**src/rtl/mc_sequencer_if.sv**
```systemverilog
// Control bundle between the multicycle sequencer and the MIPS-subset datapath:
// instruction fields and status flags in, mux selects and write strobes out.
interface mc_sequencer_if;
    logic [5:0] opcode;
    logic [5:0] funct;
    logic       overflow;
    logic       div_zero;
    logic       md_done;
    logic       mem_rd;
    logic       ir_write;
    logic       pc_write;
    logic [1:0] pc_src;
    logic [1:0] iord;
    logic [7:0] exc_addr;
    logic       epc_write;
    logic [1:0] alu_src_a;
    logic [2:0] alu_src_b;
    logic [2:0] alu_op;
    logic       reg_write;
    logic       reg_dst;
    logic       md_start;
    logic       md_sel;
    logic [5:0] state_out;

    modport master (
        input  opcode, funct, overflow, div_zero, md_done,
        output mem_rd, ir_write, pc_write, pc_src, iord, exc_addr, epc_write,
               alu_src_a, alu_src_b, alu_op, reg_write, reg_dst, md_start, md_sel,
               state_out
    );

    modport slave (
        output opcode, funct, overflow, div_zero, md_done,
        input  mem_rd, ir_write, pc_write, pc_src, iord, exc_addr, epc_write,
               alu_src_a, alu_src_b, alu_op, reg_write, reg_dst, md_start, md_sel,
               state_out
    );
endinterface

```
**src/rtl/mc_sequencer.sv**
```systemverilog
// Multicycle control sequencer: memory wait states, mult/div handshake and
// precise exception entry through EPC and a byte-wide vector table.
module mc_sequencer #(
    parameter int         MEM_WAIT  = 2,
    parameter bit         ENABLE_MD = 1'b1,
    parameter logic [7:0] VEC_OPC   = 8'd253,
    parameter logic [7:0] VEC_OVF   = 8'd254,
    parameter logic [7:0] VEC_DIV0  = 8'd255
) (
    input  logic           clk,
    input  logic           reset,
    mc_sequencer_if.master bus
);

    typedef enum logic [5:0] {
        RST      = 6'd0,  FETCH   = 6'd1,  IR_LOAD = 6'd2,  DECODE  = 6'd3,
        EXEC_R   = 6'd4,  WB_R    = 6'd5,  EXEC_I  = 6'd6,  WB_I    = 6'd7,
        BEQ      = 6'd8,  JUMP    = 6'd9,  MD_START = 6'd10, MD_WAIT = 6'd11,
        EXC_EPC  = 6'd12, EXC_RD  = 6'd13, EXC_PC  = 6'd14
    } state_t;

    typedef enum logic [1:0] {
        CAUSE_NONE = 2'd0, CAUSE_OPC = 2'd1, CAUSE_OVF = 2'd2, CAUSE_DIV0 = 2'd3
    } cause_t;

    typedef struct packed {
        logic       mem_rd;
        logic       ir_write;
        logic       pc_write;
        logic [1:0] pc_src;
        logic [1:0] iord;
        logic [7:0] exc_addr;
        logic       epc_write;
        logic [1:0] alu_src_a;
        logic [2:0] alu_src_b;
        logic [2:0] alu_op;
        logic       reg_write;
        logic       reg_dst;
        logic       md_start;
        logic       md_sel;
    } ctrl_t;

    localparam logic [5:0] OP_RTYPE  = 6'h00;
    localparam logic [5:0] OP_ADDI   = 6'h08;
    localparam logic [5:0] OP_BEQ    = 6'h04;
    localparam logic [5:0] OP_J      = 6'h02;
    localparam logic [5:0] FN_ADD    = 6'h20;
    localparam logic [5:0] FN_SUB    = 6'h22;
    localparam logic [5:0] FN_AND    = 6'h24;
    localparam logic [5:0] FN_MULT   = 6'h18;
    localparam logic [5:0] FN_DIV    = 6'h1a;
    localparam logic [3:0] WAIT_LAST = 4'(MEM_WAIT);

    function automatic logic [7:0] vector_for(input cause_t c);
        case (c)
            CAUSE_OVF:  return VEC_OVF;
            CAUSE_DIV0: return VEC_DIV0;
            default:    return VEC_OPC;
        endcase
    endfunction

    function automatic logic [2:0] r_alu_op(input logic [5:0] fn);
        case (fn)
            FN_SUB:  return 3'b010;
            FN_AND:  return 3'b011;
            default: return 3'b001;
        endcase
    endfunction

    // Control word a state presents; evaluated on the next state so it can be registered.
    function automatic ctrl_t decode_ctrl(input state_t st, input cause_t c, input logic [5:0] fn);
        ctrl_t ctl;
        ctl = '0;
        case (st)
            FETCH:    ctl.mem_rd = 1'b1;
            IR_LOAD:  begin
                ctl.ir_write  = 1'b1;
                ctl.pc_write  = 1'b1;
                ctl.alu_src_b = 3'b001;
                ctl.alu_op    = 3'b001;
            end
            DECODE:   begin
                ctl.alu_src_b = 3'b011;
                ctl.alu_op    = 3'b001;
            end
            EXEC_R:   begin
                ctl.alu_src_a = 2'b01;
                ctl.alu_op    = r_alu_op(fn);
            end
            WB_R:     begin
                ctl.reg_write = 1'b1;
                ctl.reg_dst   = 1'b1;
            end
            EXEC_I:   begin
                ctl.alu_src_a = 2'b01;
                ctl.alu_src_b = 3'b010;
                ctl.alu_op    = 3'b001;
            end
            WB_I:     ctl.reg_write = 1'b1;
            BEQ:      begin
                ctl.pc_src    = 2'b01;
                ctl.alu_src_a = 2'b01;
                ctl.alu_op    = 3'b010;
            end
            JUMP:     begin
                ctl.pc_write = 1'b1;
                ctl.pc_src   = 2'b10;
            end
            MD_START: begin
                ctl.md_start = 1'b1;
                ctl.md_sel   = fn[1];
            end
            EXC_EPC:  begin
                ctl.epc_write = 1'b1;
                ctl.alu_src_b = 3'b001;
                ctl.alu_op    = 3'b010;
            end
            EXC_RD:   begin
                ctl.mem_rd   = 1'b1;
                ctl.iord     = 2'b10;
                ctl.exc_addr = vector_for(c);
            end
            EXC_PC:   begin
                ctl.pc_write = 1'b1;
                ctl.pc_src   = 2'b11;
            end
            default:  ctl = '0;
        endcase
        return ctl;
    endfunction

    state_t     state_r, state_nxt_s;
    cause_t     cause_r, cause_nxt_s;
    logic [3:0] wait_cnt_r, wait_cnt_nxt_s;
    ctrl_t      ctrl_r, ctrl_nxt_s;

    // Next-state, wait counter, exception cause and next control word.
    always_comb begin
        state_nxt_s    = state_r;
        cause_nxt_s    = cause_r;
        wait_cnt_nxt_s = wait_cnt_r;
        case (state_r)
            RST:      state_nxt_s = FETCH;
            FETCH, EXC_RD: begin
                if (wait_cnt_r == WAIT_LAST) begin
                    state_nxt_s    = (state_r == FETCH) ? IR_LOAD : EXC_PC;
                    wait_cnt_nxt_s = 4'd0;
                end else begin
                    wait_cnt_nxt_s = wait_cnt_r + 4'd1;
                end
            end
            IR_LOAD:  state_nxt_s = DECODE;
            DECODE: begin
                if (bus.opcode == OP_RTYPE) begin
                    if ((bus.funct == FN_ADD) || (bus.funct == FN_SUB) || (bus.funct == FN_AND)) begin
                        state_nxt_s = EXEC_R;
                    end else if (ENABLE_MD && ((bus.funct == FN_MULT) || (bus.funct == FN_DIV))) begin
                        state_nxt_s = MD_START;
                    end else begin
                        state_nxt_s = EXC_EPC;
                        cause_nxt_s = CAUSE_OPC;
                    end
                end else begin
                    case (bus.opcode)
                        OP_ADDI: state_nxt_s = EXEC_I;
                        OP_BEQ:  state_nxt_s = BEQ;
                        OP_J:    state_nxt_s = JUMP;
                        default: begin
                            state_nxt_s = EXC_EPC;
                            cause_nxt_s = CAUSE_OPC;
                        end
                    endcase
                end
            end
            EXEC_R: begin
                if (bus.overflow && (bus.funct != FN_AND)) begin
                    state_nxt_s = EXC_EPC;
                    cause_nxt_s = CAUSE_OVF;
                end else begin
                    state_nxt_s = WB_R;
                end
            end
            EXEC_I: begin
                if (bus.overflow) begin
                    state_nxt_s = EXC_EPC;
                    cause_nxt_s = CAUSE_OVF;
                end else begin
                    state_nxt_s = WB_I;
                end
            end
            WB_R, WB_I, BEQ, JUMP, EXC_PC: state_nxt_s = FETCH;
            MD_START: begin
                if (bus.funct[1] && bus.div_zero) begin
                    state_nxt_s = EXC_EPC;
                    cause_nxt_s = CAUSE_DIV0;
                end else begin
                    state_nxt_s = MD_WAIT;
                end
            end
            MD_WAIT: begin
                if (bus.md_done) begin
                    state_nxt_s = FETCH;
                end else begin
                    state_nxt_s = MD_WAIT;
                end
            end
            EXC_EPC:  state_nxt_s = EXC_RD;
            default:  state_nxt_s = RST;
        endcase
        ctrl_nxt_s = decode_ctrl(state_nxt_s, cause_nxt_s, bus.funct);
    end

    // State, counter, cause and registered control outputs.
    always_ff @(posedge clk or negedge reset) begin
        if (!reset) begin
            state_r    <= RST;
            cause_r    <= CAUSE_NONE;
            wait_cnt_r <= 4'd0;
            ctrl_r     <= '0;
        end else begin
            state_r    <= state_nxt_s;
            cause_r    <= cause_nxt_s;
            wait_cnt_r <= wait_cnt_nxt_s;
            ctrl_r     <= ctrl_nxt_s;
        end
    end

    assign bus.mem_rd    = ctrl_r.mem_rd;
    assign bus.ir_write  = ctrl_r.ir_write;
    assign bus.pc_write  = ctrl_r.pc_write;
    assign bus.pc_src    = ctrl_r.pc_src;
    assign bus.iord      = ctrl_r.iord;
    assign bus.exc_addr  = ctrl_r.exc_addr;
    assign bus.epc_write = ctrl_r.epc_write;
    assign bus.alu_src_a = ctrl_r.alu_src_a;
    assign bus.alu_src_b = ctrl_r.alu_src_b;
    assign bus.alu_op    = ctrl_r.alu_op;
    assign bus.reg_write = ctrl_r.reg_write;
    assign bus.reg_dst   = ctrl_r.reg_dst;
    assign bus.md_sel    = ctrl_r.md_sel;
    assign bus.state_out = state_r;
    // div_zero only becomes valid once MD_START is occupied, so the start pulse is masked live.
    assign bus.md_start  = ctrl_r.md_start & ~(ctrl_r.md_sel & bus.div_zero);

endmodule

```
**src/flat_wrapper.sv**
```systemverilog
// flat-port wrapper written by rule: the top's interface ports become plain ports
module mc_sequencer_flat 
#(
    parameter int         MEM_WAIT  = 2,
    parameter bit         ENABLE_MD = 1'b1,
    parameter logic [7:0] VEC_OPC   = 8'd253,
    parameter logic [7:0] VEC_OVF   = 8'd254,
    parameter logic [7:0] VEC_DIV0  = 8'd255
)
  (clk, reset, bus_opcode, bus_funct, bus_overflow, bus_div_zero, bus_md_done, bus_mem_rd, bus_ir_write, bus_pc_write, bus_pc_src, bus_iord, bus_exc_addr, bus_epc_write, bus_alu_src_a, bus_alu_src_b, bus_alu_op, bus_reg_write, bus_reg_dst, bus_md_start, bus_md_sel, bus_state_out);
  mc_sequencer_if bus_i ();
  input  logic clk;
  input  logic reset;
  input wire logic [$bits(bus_i.opcode)-1:0] bus_opcode;
  input wire logic [$bits(bus_i.funct)-1:0] bus_funct;
  input wire logic [$bits(bus_i.overflow)-1:0] bus_overflow;
  input wire logic [$bits(bus_i.div_zero)-1:0] bus_div_zero;
  input wire logic [$bits(bus_i.md_done)-1:0] bus_md_done;
  output wire logic [$bits(bus_i.mem_rd)-1:0] bus_mem_rd;
  output wire logic [$bits(bus_i.ir_write)-1:0] bus_ir_write;
  output wire logic [$bits(bus_i.pc_write)-1:0] bus_pc_write;
  output wire logic [$bits(bus_i.pc_src)-1:0] bus_pc_src;
  output wire logic [$bits(bus_i.iord)-1:0] bus_iord;
  output wire logic [$bits(bus_i.exc_addr)-1:0] bus_exc_addr;
  output wire logic [$bits(bus_i.epc_write)-1:0] bus_epc_write;
  output wire logic [$bits(bus_i.alu_src_a)-1:0] bus_alu_src_a;
  output wire logic [$bits(bus_i.alu_src_b)-1:0] bus_alu_src_b;
  output wire logic [$bits(bus_i.alu_op)-1:0] bus_alu_op;
  output wire logic [$bits(bus_i.reg_write)-1:0] bus_reg_write;
  output wire logic [$bits(bus_i.reg_dst)-1:0] bus_reg_dst;
  output wire logic [$bits(bus_i.md_start)-1:0] bus_md_start;
  output wire logic [$bits(bus_i.md_sel)-1:0] bus_md_sel;
  output wire logic [$bits(bus_i.state_out)-1:0] bus_state_out;
  assign bus_i.opcode = bus_opcode;
  assign bus_i.funct = bus_funct;
  assign bus_i.overflow = bus_overflow;
  assign bus_i.div_zero = bus_div_zero;
  assign bus_i.md_done = bus_md_done;
  assign bus_mem_rd = bus_i.mem_rd;
  assign bus_ir_write = bus_i.ir_write;
  assign bus_pc_write = bus_i.pc_write;
  assign bus_pc_src = bus_i.pc_src;
  assign bus_iord = bus_i.iord;
  assign bus_exc_addr = bus_i.exc_addr;
  assign bus_epc_write = bus_i.epc_write;
  assign bus_alu_src_a = bus_i.alu_src_a;
  assign bus_alu_src_b = bus_i.alu_src_b;
  assign bus_alu_op = bus_i.alu_op;
  assign bus_reg_write = bus_i.reg_write;
  assign bus_reg_dst = bus_i.reg_dst;
  assign bus_md_start = bus_i.md_start;
  assign bus_md_sel = bus_i.md_sel;
  assign bus_state_out = bus_i.state_out;
  mc_sequencer #(.MEM_WAIT(MEM_WAIT), .ENABLE_MD(ENABLE_MD), .VEC_OPC(VEC_OPC), .VEC_OVF(VEC_OVF), .VEC_DIV0(VEC_DIV0)) u_core (.clk(clk), .reset(reset), .bus(bus_i));
endmodule
```
**config.mk**
```make
export PLATFORM = sky130hd
export DESIGN_NAME = mc_sequencer_flat
export DESIGN_NICKNAME = d
export VERILOG_FILES = /design/src/rtl/mc_sequencer_if.sv /design/src/rtl/mc_sequencer.sv /design/src/flat_wrapper.sv
export SDC_FILE = /design/constraint.sdc
export NUM_CORES = 1
export LEC_CHECK = 0
export ABC_AREA = 1
export CAP_MARGIN = 0
export CORE_AREA = 5 5 79 81
export CTS_BUF_LIST = sky130_fd_sc_hd__clkbuf_16
export CTS_CLUSTER_SIZE = 14
export DETAILED_ROUTE_END_ITERATION = 16
export DIE_AREA = 0 0 84 86
export GPL_TIMING_DRIVEN = 0
export PLACE_DENSITY = 0.66
export SYNTH_ARGS = -nofsm -noshare
export SYNTH_HDL_FRONTEND = slang
export SYNTH_SLANG_ARGS = --single-unit
```
**constraint.sdc**
```tcl
create_clock -name clk -period 1.7 [get_ports clk]
set_clock_uncertainty 0.15 [all_clocks]
set_input_delay 0.255 -clock clk [delete_from_list [all_inputs] [get_ports clk]]
set_output_delay 0.255 -clock clk [all_outputs]
set_load 0.02 [all_outputs]
```
After elaboration in Yosys (flattened, before gate mapping)

Cells that the tools add are included.

Add/subtract/negate cells: 1
Equality and inequality tests: 39
Muxes and demuxes: 34
Bitwise operators: 3
Reduce and logical (&&, ||, !) cells: 17

Operators with widths:

| kind                                                                   | count |
|---|---|
| 6-bit by 4-bit equality test with 1-bit output (second input constant) | 14 |
| 6-bit by 3-bit equality test with 1-bit output (second input constant) | 9 |
| 6-bit case mux with 9 select lines                                     | 1 |
| 6-bit by 2-bit equality test with 1-bit output (second input constant) | 5 |
| 4-bit 2-to-1 mux                                                       | 5 |
| 6-bit equality test (second input constant)                            | 3 |
| 6-bit 2-to-1 mux                                                       | 3 |
| 2-bit case mux with 3 select lines                                     | 3 |
| 2-bit 2-to-1 mux                                                       | 8 |
| 6-bit by 1-bit equality test with 1-bit output (second input constant) | 2 |
| 6-bit by 5-bit equality test with 1-bit output (second input constant) | 2 |
| 6-bit logical NOT                                                      | 2 |
| 4-bit case mux with 3 select lines                                     | 1 |
| 3-bit OR reduction                                                     | 4 |
| 10-bit 2-to-1 mux                                                      | 1 |
| 2-bit OR reduction                                                     | 5 |
| 2-bit case mux with 2 select lines                                     | 2 |
| 2-bit case mux with 4 select lines                                     | 1 |
| 1-bit 2-to-1 mux                                                       | 7 |
| 3-bit 2-to-1 mux                                                       | 2 |
| 6-bit inequality test (second input constant)                          | 1 |
| 6-bit OR reduction                                                     | 1 |
| 4-bit by 1-bit adder with 4-bit output (second input constant)         | 1 |
| 2-bit equality test (second input constant)                            | 2 |
| other kinds (5)                                                        | 9 |

Flip-flop bits (word level): 37
Bits of input ports: 17
Output and inout bits: 34
Word-level logic and storage cells: 111

Depth between registers and ports, before layout

Word-level depth: 9
Depth in mapped cells: 13
Depth with buffers taken out: 13

Least setup slack after synthesis

No wires, ideal clock.

Path type: reg-to-reg
Start point: reg u_core.state_r[4], in the netlist u_core.bus.state_out[4]
End point: reg u_core.ctrl_r, in the netlist u_core.bus.alu_op[0]
Setup time: 128 ps
Data arrival time: 1513 ps
Data required time: 1422 ps
Setup slack: -91 ps
Stages on the path, launching flop included: 11
Path buffers: 0
Period minus slack after synthesis: 1791 ps
Cell sequence: dfrtp_1 nor2_4 inv_2 nor3_4 nand2_2 nand3_2 nor2_1 nand2_4 nor2_1 nor2_1 nand3_1

RTL lines:

| what                     | RTL line            | text |
|---|---|---|
| start: declaration       | mc_sequencer.sv:132 | `state_t state_r, state_nxt_s;` |
| start signal: assignment | mc_sequencer.sv:221 | `state_r <= state_nxt_s;` |
| end signal: assignment   | mc_sequencer.sv:224 | `ctrl_r <= ctrl_nxt_s;` |
| end: declaration         | mc_sequencer.sv:135 | `ctrl_t ctrl_r, ctrl_nxt_s;` |

==> results.json <==
{
  "clock-sinks": 30,
  "dieArea_mm2": 0.007224,
  "worstSetupStartpoint": "u_core.bus.state_out[5]",
  "cts-htree-levels": 2,
  "place_inst": 360,
  "worst_ir_drop_vdd_uv": 353.8,
  "layout_overhead_on_the_synthesized_area_pct": 66.55,
  "timing.critical_path.slowest_stage_cell": "sky130_fd_sc_hd__dfrtp_2",
  "top_level_ports": 51,
  "placementRows": 27,
  "ant_nets": 0,
  "final_slew_viol_count": 0,
  "cpPeakStageDelay_ns": 0.41,
  "grt_setup_unrepaired": "true",
  "critPathBufInv": 2,
  "gpl.final_weighted_congestion": 0.7891,
  "timing.critical_path.to": "u_core.bus.alu_src_b[0]",
  "nNetsFinal": 333,
  "gr-usage-all-layers_pct": 12.53,
  "final_cell_mix": "sky130_fd_sc_hd__buf_4 (37), sky130_fd_sc_hd__inv_1 (30), sky130_fd_sc_hd__nand2_1 (25)",
  "critical_path_class": "reg -> reg",
  "violations": "setup timing",
  "max-slew-margin-rel_pct": 56.61,
  "yosysWarnings": 0,
  "final_cell_count_without_fillers": 388,
  "cp_data_required_time_ns": 1.75,
  "final-hold-violation-count": 0,
  "grt_first_pass_wirelength_um": 7245,
  "period_share_pct": 108.8,
  "p_leak_nw": 1.778,
  "dp_hpwl_um": 3076,
  "worst_setup_path_end_kind": "flop",
  "p_per_area_mw_per_mm2": 708.8,
  "setup_viol_count_final": 17,
  "n_antenna_cell": 0,
  "worst_slew_pin_slew_ns": 0.6509,
  "synth.yosys.seq_area_share_pct": 41.21,
  "cp_cell_sequence": "nor2_4, buf_4, nand3_4, nor3_4, nor2_4, nand2_4, nand2_4, inv_2, nand2_1, nand3b_1",
  "yosysUniqueCellTypes": 26,
  "cts.root.buffer_cell": "sky130_fd_sc_hd__clkbuf_16",
  "die-width_um": 84,
  "cp.arrival_ns": 1.90,
  "timing.final.crit_period_ns": 1.849,
  "drt_first_pass_iters": 4,
  "hp-class": "reg -> reg",
  "r2r-start": "u_core.bus.state_out[5]",
  "crit_fanout": 5,
  "tritoncts": "built",
  "vias_per_cell": 4.454,
  "rrSetupSlack_ns": -0.15,
  "avgRoutedWirePerCell_um": 12.62,
  "synth_seq_cells": 30,
  "first_global_vias": 1716,
  "grt-ovfl-total": 0,
  "start_kind": "flop",
  "clock.fmax_mhz": 540.8,
  "layout.filler_cells": 478,
  "chipHeight_um": 86,
  "grt_antenna_before_repair": 0,
  "dr.first_iter.drc_count": 53,
  "cts.clk_slew.worst_paths_ns": 0.05,
  "holdWs_ns": 0.3346,
  "starting_density_of_the_core_pct": 33.70,
  "netlist_instances": 237,
  "num_vias": 1728,
  "timing.critical_path.depth": 10,
  "run_status": "complete, but fails checks",
  "worst-r2r-cell-count": 10,
  "max-clock-path-buffers": 2,
  "setup_slack_ns": -0.1491,
  "drc": 0,
  "worst_r2r_endpoint": "u_core.bus.alu_src_b[0]",
  "synthesis.area_per_instance_um2": 7.687,
  "layout.cells.most_common": "sky130_fd_sc_hd__buf_4",
  "port_buffers": 46,
  "grt_max_degree": 31,
  "clk_latency_worst_skew_pair_ns": 0.27,
  "core_area_mm2": 0.005405,
  "syn-cell-area_mm2": 0.001822,
  "cts_buffers": 5,
  "drive_gt1_share_pct": 43.99,
  "wl_um": 4898,
  "cpLargestDelayFamily": "simple AND/OR/NAND/NOR gates",
  "max_cap_viol_count": 0
}
==> cell usage after synthesis (all sizes together) <==
library cell	instances	area share, %
nand3b	2	0.82
a21boi	1	0.41
dfrtp	30	41
nor2	43	11
a21oi	5	1.4
o21ai	4	1.3
nand3	26	8.2
nand2	48	13
conb	1	0.21
buf	20	8.2
xor2	2	0.96
inv	45	9.3
a32oi	1	0.48
o22ai	1	0.34
nand4	5	1.7
nor3	3	1.7
==> stage by stage <==
step	setup slack [ns]	TNS, ns	power, mW	utilization [%]	area, um^2
after global placement	-0.5230	-16.85	1.143	44.51	2406
after floorplan	-0.05204	-0.1917	1.028	-	1856
after global routing	-0.2407	-3.030	2.261	56.13	3034
after CTS	-0.1429	-0.8948	2.127	51.04	2759
final	-0.1491	-1.769	2.151	56.13	3034
after detailed placement	-0.5276	-18.74	1.151	44.51	2406
==> state kept, by name, indices dropped and copies added (netlist names) <==
signal,cells
u_core.bus.state_out,6
u_core.bus.alu_op,2
u_core.bus.pc_write,1
u_core.bus.exc_addr,3
u_core.bus.ir_write,1
u_core.bus.reg_write,1
u_core.bus.mem_rd,1
u_core.ctrl_r,1
u_core.bus.reg_dst,1
u_core.bus.epc_write,1
u_core.bus.md_sel,1
u_core.wait_cnt_r,4
u_core.bus.alu_src_b,2
u_core.bus.alu_src_a,1
u_core.bus.pc_src,2
u_core.cause_r,2
==> final cells by class <==
type	count	area, um^2	area share, %
Multi-Input combinational cell	147	1066	35.13
Sequential cell	30	758.2	24.99
Timing Repair Buffer	67	631.9	20.82
Inverter	45	178.9	5.897
Buffer	20	150.1	4.948
Clock buffer	5	125.1	4.124
Tap cell	72	90.09	2.969
Clock inverter	2	33.78	1.113
==> timing repair <==
| action | CTS | global route |
|---|---|---|
| buffers inserted | 10 | 10 |
| gates resized for setup | 56 | 55 |
| hold buffers | 0 | 1 |
| endpoints found under the setup margin | 60 | 29 |
| pin swaps | 22 | 16 |
| hold endpoints to repair | 0 | 30 |
==> kinds of logic (layout without fill, tap and decap cells) <==
family	after synthesis	in the layout	share of synthesized area, %
AOI/OAI and AO/OA	12	12	3.915
other	1	6	0.2058
DFF	30	30	41.21
and+or+nand+nor	127	127	36.20
xor gates and xnor gates	2	2	0.9617
buffers and inverters	65	139	17.51
==> layer usage <==
layer | vias up | GRT usage [%] | share of wire, %
li1 | 859 | - | -
met5 | - | 0 | 0
met3 | 13 | 3.746 | 5.2
met4 | 0 | 7.602 | 3.5
met2 | 64 | 21.84 | 52
met1 | 792 | 13.36 | 39
==> worst reg2reg max path: cells and delay by family (launching register included) <==
kind | cells | cell delay, ns
DFF | 1 | 0.41
buffers and inverters | 2 | 0.26
and+or+nand+nor | 8 | 0.96
==> power breakdown <==
part / internal (mW) / switching [mW] / leakage (nW)
clock network: 0.674 / 0.278 / 0.0773
registers: 0.777 / 0.0357 / 0.397
logic: 0.158 / 0.228 / 1.30
total: 1.61 / 0.541 / 1.78
==> worst min-delay path by stage <==
stage,slack (ns),cells after the start,end,startpoint
final,0.33,2,u_core.cause_r[1],u_core.cause_r[1]
after global placement,0.32,2,u_core.cause_r[1],u_core.cause_r[1]
after CTS,0.32,1,u_core.wait_cnt_r[2],reset
after floorplan,-0.19,0,u_core.bus.alu_op[0],reset
after detailed placement,0.33,2,u_core.cause_r[1],u_core.cause_r[1]
after global routing,0.36,2,u_core.cause_r[1],u_core.cause_r[1]
No activity file was read; power rests on OpenSTA's default activity.
